**config.mk**
```make
export PLATFORM = sky130hd
export DESIGN_NAME = uart_tx_arbiter
export DESIGN_NICKNAME = d
export VERILOG_FILES = /design/src/rtl/uart_tx_arbiter.sv
export SDC_FILE = /design/constraint.sdc
export NUM_CORES = 1
export LEC_CHECK = 0
export ABC_AREA = 1
export CORE_ASPECT_RATIO = 2
export CORE_MARGIN = 8
export CORE_UTILIZATION = 47
export CTS_BUF_LIST = sky130_fd_sc_hd__clkbuf_8
export CTS_CLUSTER_DIAMETER = 200
export DETAILED_ROUTE_END_ITERATION = 12
export PLACE_DENSITY_LB_ADDON = 0.2
export SYNTH_ARGS = -nofsm -noshare
export SYNTH_HDL_FRONTEND = slang
export SYNTH_SLANG_ARGS = --single-unit
export TNS_END_PERCENT = 50
```
**constraint.sdc**
```tcl
create_clock -name clk -period 2 [get_ports clk]
set_clock_uncertainty 0.15 [all_clocks]
set_input_delay 0.4 -clock clk [delete_from_list [all_inputs] [get_ports clk]]
set_output_delay 0.4 -clock clk [all_outputs]
set_load 0.01 [all_outputs]
```
**src/rtl/uart_tx_arbiter.sv**
```systemverilog
// Round-robin arbiter sharing one UART byte transmitter among NUM_REQ byte producers.
// Optional grant locking is compiled in with `define TX_ARB_LOCK_EN.
module uart_tx_arbiter #(
    parameter int NUM_REQ      = 4,
    parameter int LOAD_TIMEOUT = 15
) (
    input  logic                   clk,
    input  logic                   reset,
    input  logic [NUM_REQ-1:0]     req_valid,
    input  logic [8*NUM_REQ-1:0]   req_data,
    input  logic [NUM_REQ-1:0]     req_lock,
    output logic [NUM_REQ-1:0]     req_ready,
    output logic [7:0]             tx_data,
    output logic                   tx_load,
    input  logic                   tbr,
    output logic [1:0]             grant_id,
    output logic                   busy,
    output logic                   tx_err
);

    typedef enum logic [1:0] {
        IDLE      = 2'd0,
        LOAD      = 2'd1,
        WAIT_BUSY = 2'd2,
        WAIT_DONE = 2'd3
    } state_t;

    state_t               r_state;
    state_t               w_state_next;
    logic [7:0]           r_cnt;
    logic [7:0]           w_cnt_next;
    logic [7:0]           w_cnt_inc;
    logic                 w_err_next;
    logic [1:0]           r_last;
    logic [7:0]           r_tx_data;
    logic                 r_tx_load;
    logic [NUM_REQ-1:0]   r_req_ready;
    logic                 r_busy;
    logic                 r_tx_err;
    logic                 w_win_found;
    logic [1:0]           w_win_idx;
    logic                 w_grant;
    logic [NUM_REQ-1:0]   w_win_onehot;
    logic [1:0]           w_cand [NUM_REQ];
    logic                 r_lock;

    // Candidate gi is the requester gi+1 places after the last winner.
    genvar gi;
    generate
        for (gi = 0; gi < NUM_REQ; gi++) begin : g_cand
            assign w_cand[gi] = 2'((32'(r_last) + 32'(gi) + 32'd1) % 32'(NUM_REQ));
        end
    endgenerate

    always_comb begin
        w_win_found = 1'b0;
        w_win_idx   = r_last;
        for (int k = NUM_REQ - 1; k >= 0; k--) begin
            if (req_valid[w_cand[k]]) begin
                w_win_found = 1'b1;
                w_win_idx   = w_cand[k];
            end
        end
        if (r_lock) begin
            w_win_found = req_valid[r_last];
            w_win_idx   = r_last;
        end
    end

    assign w_win_onehot = {{(NUM_REQ-1){1'b0}}, 1'b1} << w_win_idx;
    assign w_cnt_inc    = (r_cnt >= 8'(LOAD_TIMEOUT)) ? r_cnt : r_cnt + 8'd1;

    always_comb begin
        w_state_next = r_state;
        w_cnt_next   = r_cnt;
        w_err_next   = 1'b0;
        case (r_state)
            IDLE: begin
                if (tbr && w_win_found) w_state_next = LOAD;
            end
            LOAD: begin
                w_cnt_next   = 8'd0;
                w_state_next = WAIT_BUSY;
            end
            WAIT_BUSY: begin
                if (!tbr) begin
                    w_state_next = WAIT_DONE;
                end else begin
                    w_cnt_next = w_cnt_inc;
                    if (w_cnt_inc == 8'(LOAD_TIMEOUT)) begin
                        w_err_next   = 1'b1;
                        w_state_next = IDLE;
                    end
                end
            end
            WAIT_DONE: begin
                // No timeout here: frame length depends on the baud rate.
                if (tbr) w_state_next = IDLE;
            end
            default: w_state_next = IDLE;
        endcase
    end

    assign w_grant = (r_state == IDLE) && (w_state_next == LOAD);

    always_ff @(posedge clk) begin
        if (reset) begin
            r_state     <= IDLE;
            r_cnt       <= 8'd0;
            r_last      <= 2'(NUM_REQ - 1);
            r_tx_data   <= 8'h00;
            r_tx_load   <= 1'b0;
            r_req_ready <= '0;
            r_busy      <= 1'b0;
            r_tx_err    <= 1'b0;
        end else begin
            r_state     <= w_state_next;
            r_cnt       <= w_cnt_next;
            r_tx_load   <= w_grant;
            r_req_ready <= w_grant ? w_win_onehot : '0;
            r_busy      <= (w_state_next != IDLE);
            r_tx_err    <= w_err_next;
            if (w_grant) begin
                r_tx_data <= req_data[{w_win_idx, 3'b000} +: 8];
                r_last    <= w_win_idx;
            end
        end
    end

`ifdef TX_ARB_LOCK_EN
    // Owner of the lock is always the last winner, so only a flag is stored.
    always_ff @(posedge clk) begin
        if (reset) begin
            r_lock <= 1'b0;
        end else if (r_state == LOAD) begin
            r_lock <= req_lock[r_last];
        end else if (w_err_next || !req_lock[r_last]) begin
            r_lock <= 1'b0;
        end
    end
`else
    logic w_unused_lock;
    assign r_lock        = 1'b0;
    assign w_unused_lock = ^req_lock;
`endif

    assign req_ready = r_req_ready;
    assign tx_data   = r_tx_data;
    assign tx_load   = r_tx_load;
    assign grant_id  = r_last;
    assign busy      = r_busy;
    assign tx_err    = r_tx_err;

endmodule

```
# == Word-level counts from Yosys, hierarchy flattened ==
# Index checks and enable logic that the tools add are counted.
# op_classes
n_eq_ne,6
order_cmp,5
n_reduce_logical,8
addsub,7
muxes,25
n_bitwise,3
shifts,2
# ops
op,n
variable part select 32 x 6 -> 8 bit,1
2-to-1 mux 2 bit,8
2-to-1 mux 8 bit,2
case mux 8 bit (2 select lines),1
"less-than comparator 2 x 3 -> 1 bit, second input constant",4
2-to-1 mux 1 bit,9
"adder 2 x 1 -> 2 bit, second input constant",4
"adder 8 x 1 -> 8 bit, second input constant",1
binary-select mux 1 bit (select 2 bit),4
"equality test 8 x 4 -> 1 bit, second input constant",1
">= comparator 8 x 4 -> 1 bit, second input constant",1
case mux 2 bit (4 select lines),1
"adder 2 bit, second input constant",2
"equality test 2 x 1 -> 1 bit, second input constant",2
"equality test 2 bit, second input constant",2
nonzero test 2 bit,2
"<< shifter 1 x 2 -> 4 bit, first input constant",1
NOT 1 bit,3
OR reduction 3 bit,1
logical AND 1 bit,2
zero test 2 bit,1
"!= test 2 bit, second input constant",1
AND reduction 2 bit,1
OR reduction 2 bit,1
# totals
inputBits,43
register_bits,27

# == Depth between registers and ports, before layout ==
# Gate-level depths: netlist (run 1).
# depth
ltp_word,15
mapped_depth,16
ltp_nobuf,14

# == Worst setup path before layout (run 1) ==
# OpenSTA, ideal clock, no wires.
# synth_timing
path_type,register to register
start,register r_last[0] (netlist: grant_id[0])
end,register r_tx_data[0] (netlist: tx_data[0])
stages_incl_launch_ff,16
n_path_buf,2
arrival_time_ns,1.491
t_required_ns,1.741
synth_period_minus_slack_ns,1.750
path_slack_ns,0.250
path_cell_list,dfxtp_1 buf_6 inv_8 nand2_1 nand2_2 nand2_2 nand2_2 nand2_4 nand3_4 nand2_4 buf_6 nand2_1 nand3_1 nand3_1 nand2_1 inv_1
# synth_between
elab_chain_cells,13
elab_cells_between_ends,28
cone_classes,add/sub (6); eq/ne (1); shift (1); mux (18); reduce/logical (2)
# synth_rtl
element,line,rtl
"start, declared",34,logic [1:0] r_last;
"start signal, assigned",110,r_last <= 2'(NUM_REQ - 1);
"start signal, assigned",125,r_last <= w_win_idx;
adder 2 bit,51,assign w_cand[gi] = 2'((32'(r_last) + 32'(gi) + 32'd1) % 32'(NUM_REQ));
adder 2 x 1 -> 2 bit,51,
binary-select mux 1 bit (select 2 bit),59,if (req_valid[w_cand[k]]) begin
2-to-1 mux 1 bit (not written as such),59,
2-to-1 mux 1 bit (4 in series),59,
logical AND 1 bit,79,if (tbr && w_win_found) w_state_next = LOAD;
2-to-1 mux 2 bit,79,
case mux 2 bit (4 select lines),77,case (r_state)
equality test 2 x 1 -> 1 bit,104,assign w_grant = (r_state == IDLE) && (w_state_next == LOAD);
logical AND 1 bit,104,
"end signal, assigned",124,"r_tx_data <= req_data[{w_win_idx, 3'b000} +: 8];"
"end, declared",35,logic [7:0] r_tx_data;
# Several ways; a longest one is shown, not always the timed one. The select of a mux whose other input is x is not followed.
# A chain may end at the register's enable or synchronous reset.

# == Final worst setup path (run 1) ==
# layout_timing
start,input port req_valid[0]
end,register r_tx_data[0] (netlist: tx_data[0])
# layout_between
elab_chain_cells,11
elab_cells_between_ends,22
cone_classes,eq/ne (1); shift (1); mux (18); reduce/logical (2)
# layout_rtl
element,line,rtl
"start, declared",9,"input logic [NUM_REQ-1:0] req_valid,"
binary-select mux 1 bit (select 2 bit),59,
2-to-1 mux 1 bit (not written as such),59,
2-to-1 mux 1 bit (4 in series),59,
logical AND 1 bit,79,
2-to-1 mux 2 bit,79,
case mux 2 bit (4 select lines),77,
equality test 2 x 1 -> 1 bit,104,
logical AND 1 bit,104,
# Several ways; a longest one is shown, not always the timed one. The select of a mux whose other input is x is not followed.

==> results of run 1 <==
[synthesized netlist by cell type, drive strengths merged]
master | n | area, sq um
o21ai | 2 | 10.01
nand3 | 53 | 282.8
nand3b | 1 | 7.510
xor2 | 2 | 17.52
nor3 | 3 | 15.01
nor2 | 26 | 100.1
ha | 1 | 12.51
buf | 7 | 61.30
a21oi | 6 | 30.03
nand2 | 81 | 374.1
dfxtp | 27 | 540.5
o32ai | 1 | 8.760
inv | 59 | 229.0
or2 | 1 | 6.260
o211ai | 1 | 7.510
clkbuf | 1 | 3.750
a31oi | 1 | 6.260
nand4 | 2 | 12.51
[worst max path at each step]
| stage | from | end | slack, ps | cells past startpoint |
|---|---|---|---|---|
| after global routing | req_valid[0] | tx_data[0]$_SDFFE_PP0P_ | -40 | 13 |
| final | req_valid[0] | tx_data[0]$_SDFFE_PP0P_ | 30 | 13 |
| after CTS | req_valid[1] | tx_data[0]$_SDFFE_PP0P_ | 70 | 13 |
| after floorplan | grant_id[0]$_SDFFE_PP1P_ | tx_data[0]$_SDFFE_PP0P_ | 250 | 15 |
| after detailed placement | req_valid[1] | tx_data[0]$_SDFFE_PP0P_ | -220 | 13 |
| after global placement | req_valid[3] | req_ready[2]$_SDFF_PP0_ | -190 | 10 |
[layer usage]
layer / part of all wire (%) / GRT usage, % / vias up
met4: 3.7 / 7.792 / 0
li1: - / - / 989
met5: 0 / 0 / -
met2: 58 / 29.78 / 54
met1: 34 / 15.34 / 891
met3: 4.1 / 2.672 / 16
[worst max-delay path, delay by kind of cell]
family	cells	cell delay [ps]
buf+inv	3	680
simple gates	10	910
[report_power, final]
| group | internal, mW | total [mW] | switching, mW |
|---|---|---|---|
| Clock | 0.137 | 0.288 | 0.151 |
| Sequential | 0.600 | 0.640 | 0.0397 |
| Combinational | 0.638 | 1.37 | 0.736 |
| Total | 1.38 | 2.30 | 0.927 |
[area by class of cell]
| type | count | share of cell area (%) |
|---|---|---|
| Multi-Input combinational cell | 182 | 36.51 |
| Timing Repair Buffer | 75 | 30.08 |
| Sequential cell | 27 | 20.39 |
| Inverter | 59 | 8.741 |
| Tap cell | 49 | 2.303 |
| Clock buffer | 3 | 1.551 |
| Timing Repair inverter | 1 | 0.2820 |
| Clock inverter | 1 | 0.1410 |
[sequential cells by signal (all words and copies together), names as in the netlist]
signal	count
r_cnt	8
tx_data	8
req_ready	4
grant_id	2
r_state	2
busy	1
tx_err	1
tx_load	1
[through the flow]
stage          cell area (sq um)  utilization, %
2_1_floorplan               1725               -
3_3_place_gp                2457           68.86
3_5_place_dp                2457           68.86
4_1_cts                     2502           70.13
5_1_grt                     2663           74.61
6_report                    2663           74.61
[cells by family after synthesis]
logic type	share of synthesized area, %
AO/OA/AOI/OAI	3.626
flip-flops	31.33
AND/OR/NAND/NOR	46.27
XOR/XNOR	1.015
buffers and inverters	17.04
adder cells (fa/ha/maj)	0.7250
[what timing repair did]
item / 4_1_cts / 5_1_grt
setup buffers: 0 / 0
resized for setup: 0 / 24
endpoints found under the setup margin: 0 / 11
hold buffers: 0 / 0
==> metrics.md, run 1 <==
| Metric | Value |
|---|---|
| Status | `completed` |
| Via density per instance | `4.912` |
| Slowest-stage cell, CP | `clkdlybuf4s50_1` |
| Post-Syn Area | `0.001725 sq mm` |
| Die height | `101.7 um` |
| Unique cell type count in the Yosys netlist | `27` |
| CTS tree | `built` |
| Cell Rows | `31` |
| IO buf count | `55` |
| PD cells | `864.5 mW/mm^2` |
| Final setup fails | `0` |
| Crit path cell chain | `clkdlybuf4s50_1 -> nand2_1 -> nand2_2 -> nand2_2 -> nand2_2 -> nand2_4 -> nand3_4 -> clkbuf_16 -> nand3_1 -> nand3_1 -> nand3_1 -> nand2_1 -> inv_1` |
| Vias in the first global route | `1801` |
| Clock-pin slew on the worst setup and hold paths | `80 ps` |
| Peak Freq | `507.2 MHz` |
| Final ANT Viol Nets | `0` |
| FF-to-FF End | `tx_data[0]$_SDFFE_PP0P_` |
| Kind of end point of the critical path | `register` |
| Routed WL | `4.818 mm` |
| DRT iter0 DRCs | `37` |
| Ports | `60` |
| Core region area | `0.003568 sq mm` |
| Clk_lat worst skew | `270 ps` |
| WHS Endpoint | `r_cnt[6]$_SDFFE_PP0P_` |
| DR vias | `1950` |
| 1st-pass router iterations | `4` |
| Slew margin rel. | `77.79%` |
| Total gr overflow | `0` |
| Clk buf depth | `2` |
| Initial antenna violation count | `0` |
| Number of diodes | `0` |
| RD Place Congestion | `0.8593` |
| Post-Place Cells | `389` |
| Slowest cell delay on critical path | `470 ps` |
| FF-to-FF path depth | `14` |
| Die area | `0.005984 sq mm` |
| Share of cells above drive strength 1 | `19.54%` |
| FILL cells | `316` |
| Pleak | `1.355 nW` |
| WL/cell | `12.14 um` |
| Num CTS Buffers | `3` |
| Total Routing Usage GR | `15.70%` |
| Area occupied by registers | `543.0 sq um` |
| Cells after synthesis | `275` |
| Layout Nets | `393` |
| H-tree Lvls | `1` |
| # DRC | `0` |
| Share of the yosys chip area belonging to registers | `31.33%` |
| Placement Setup Slack | `-221.9 ps` |
| VDD IR max | `0.0005872 V` |
| Final setup TNS | `0 ps` |
| First-pass GRT wire length | `7.521 mm` |
| Final hold vios | `0` |
| Max Slew Vio Count | `0` |
| Startpoint types | `input port` |
| Post-Syn Area per Cell | `6.274 sq um` |
| Largest net degree at the start of global routing | `18` |
| Initial Util | `48.35%` |
| TritonCTS Sinks | `27` |
| Hold Path Stages | `2` |
| CP arrival | `1990 ps` |
| Crit Path Max Fanout | `8` |
| Overall Power | `2.302 mW` |
| R2R Path Start | `grant_id[0]$_SDFFE_PP1P_` |
| Synth warnings | `0` |
| Min Hold Slack | `306.6 ps` |
| Worst R2R Setup Slack | `60 ps` |
| Least-Margin Pin Slew | `329.7 ps` |
| Most frequent cells in the layout | `58 x nand2_1, 55 x inv_1, 52 x clkdlybuf4s50_1, 43 x nand3_1` |
| Final WS setup | `28.47 ps` |
| Non-Filler Instances | `397` |
| Dpl hpwl | `3.707 mm` |
| Required time worst endpoint | `2020 ps` |
| Root Driver | `clkbuf_8` |
| FF+latch count, synth | `27` |
| Worst hold path class | `register to register` |
| Area Overhead vs Synth | `54.31%` |
| Final worst path period share | `98.58%` |
| Footprint of the multi-input gates | `972.2 sq um` |
| Die X | `58.85 um` |
| Mapped Nets | `319` |
| Min Clock Period, post-route | `1972 ps` |
| HP Start | `r_cnt[6]$_SDFFE_PP0P_` |
| Class of the most critical setup path | `input port to register` |
| Commonest non-fill, non-tap cell in the layout | `nand2_1` |
| Max cap viols | `0` |
(Power assumes the default switching activity.)
==> inputs of run 2 (changes only) <==
CTS_CLUSTER_DIAMETER = 30   (was 200)
==> results of run 2 <==
Final layout, timing and power as in run 1 (identical DEF).
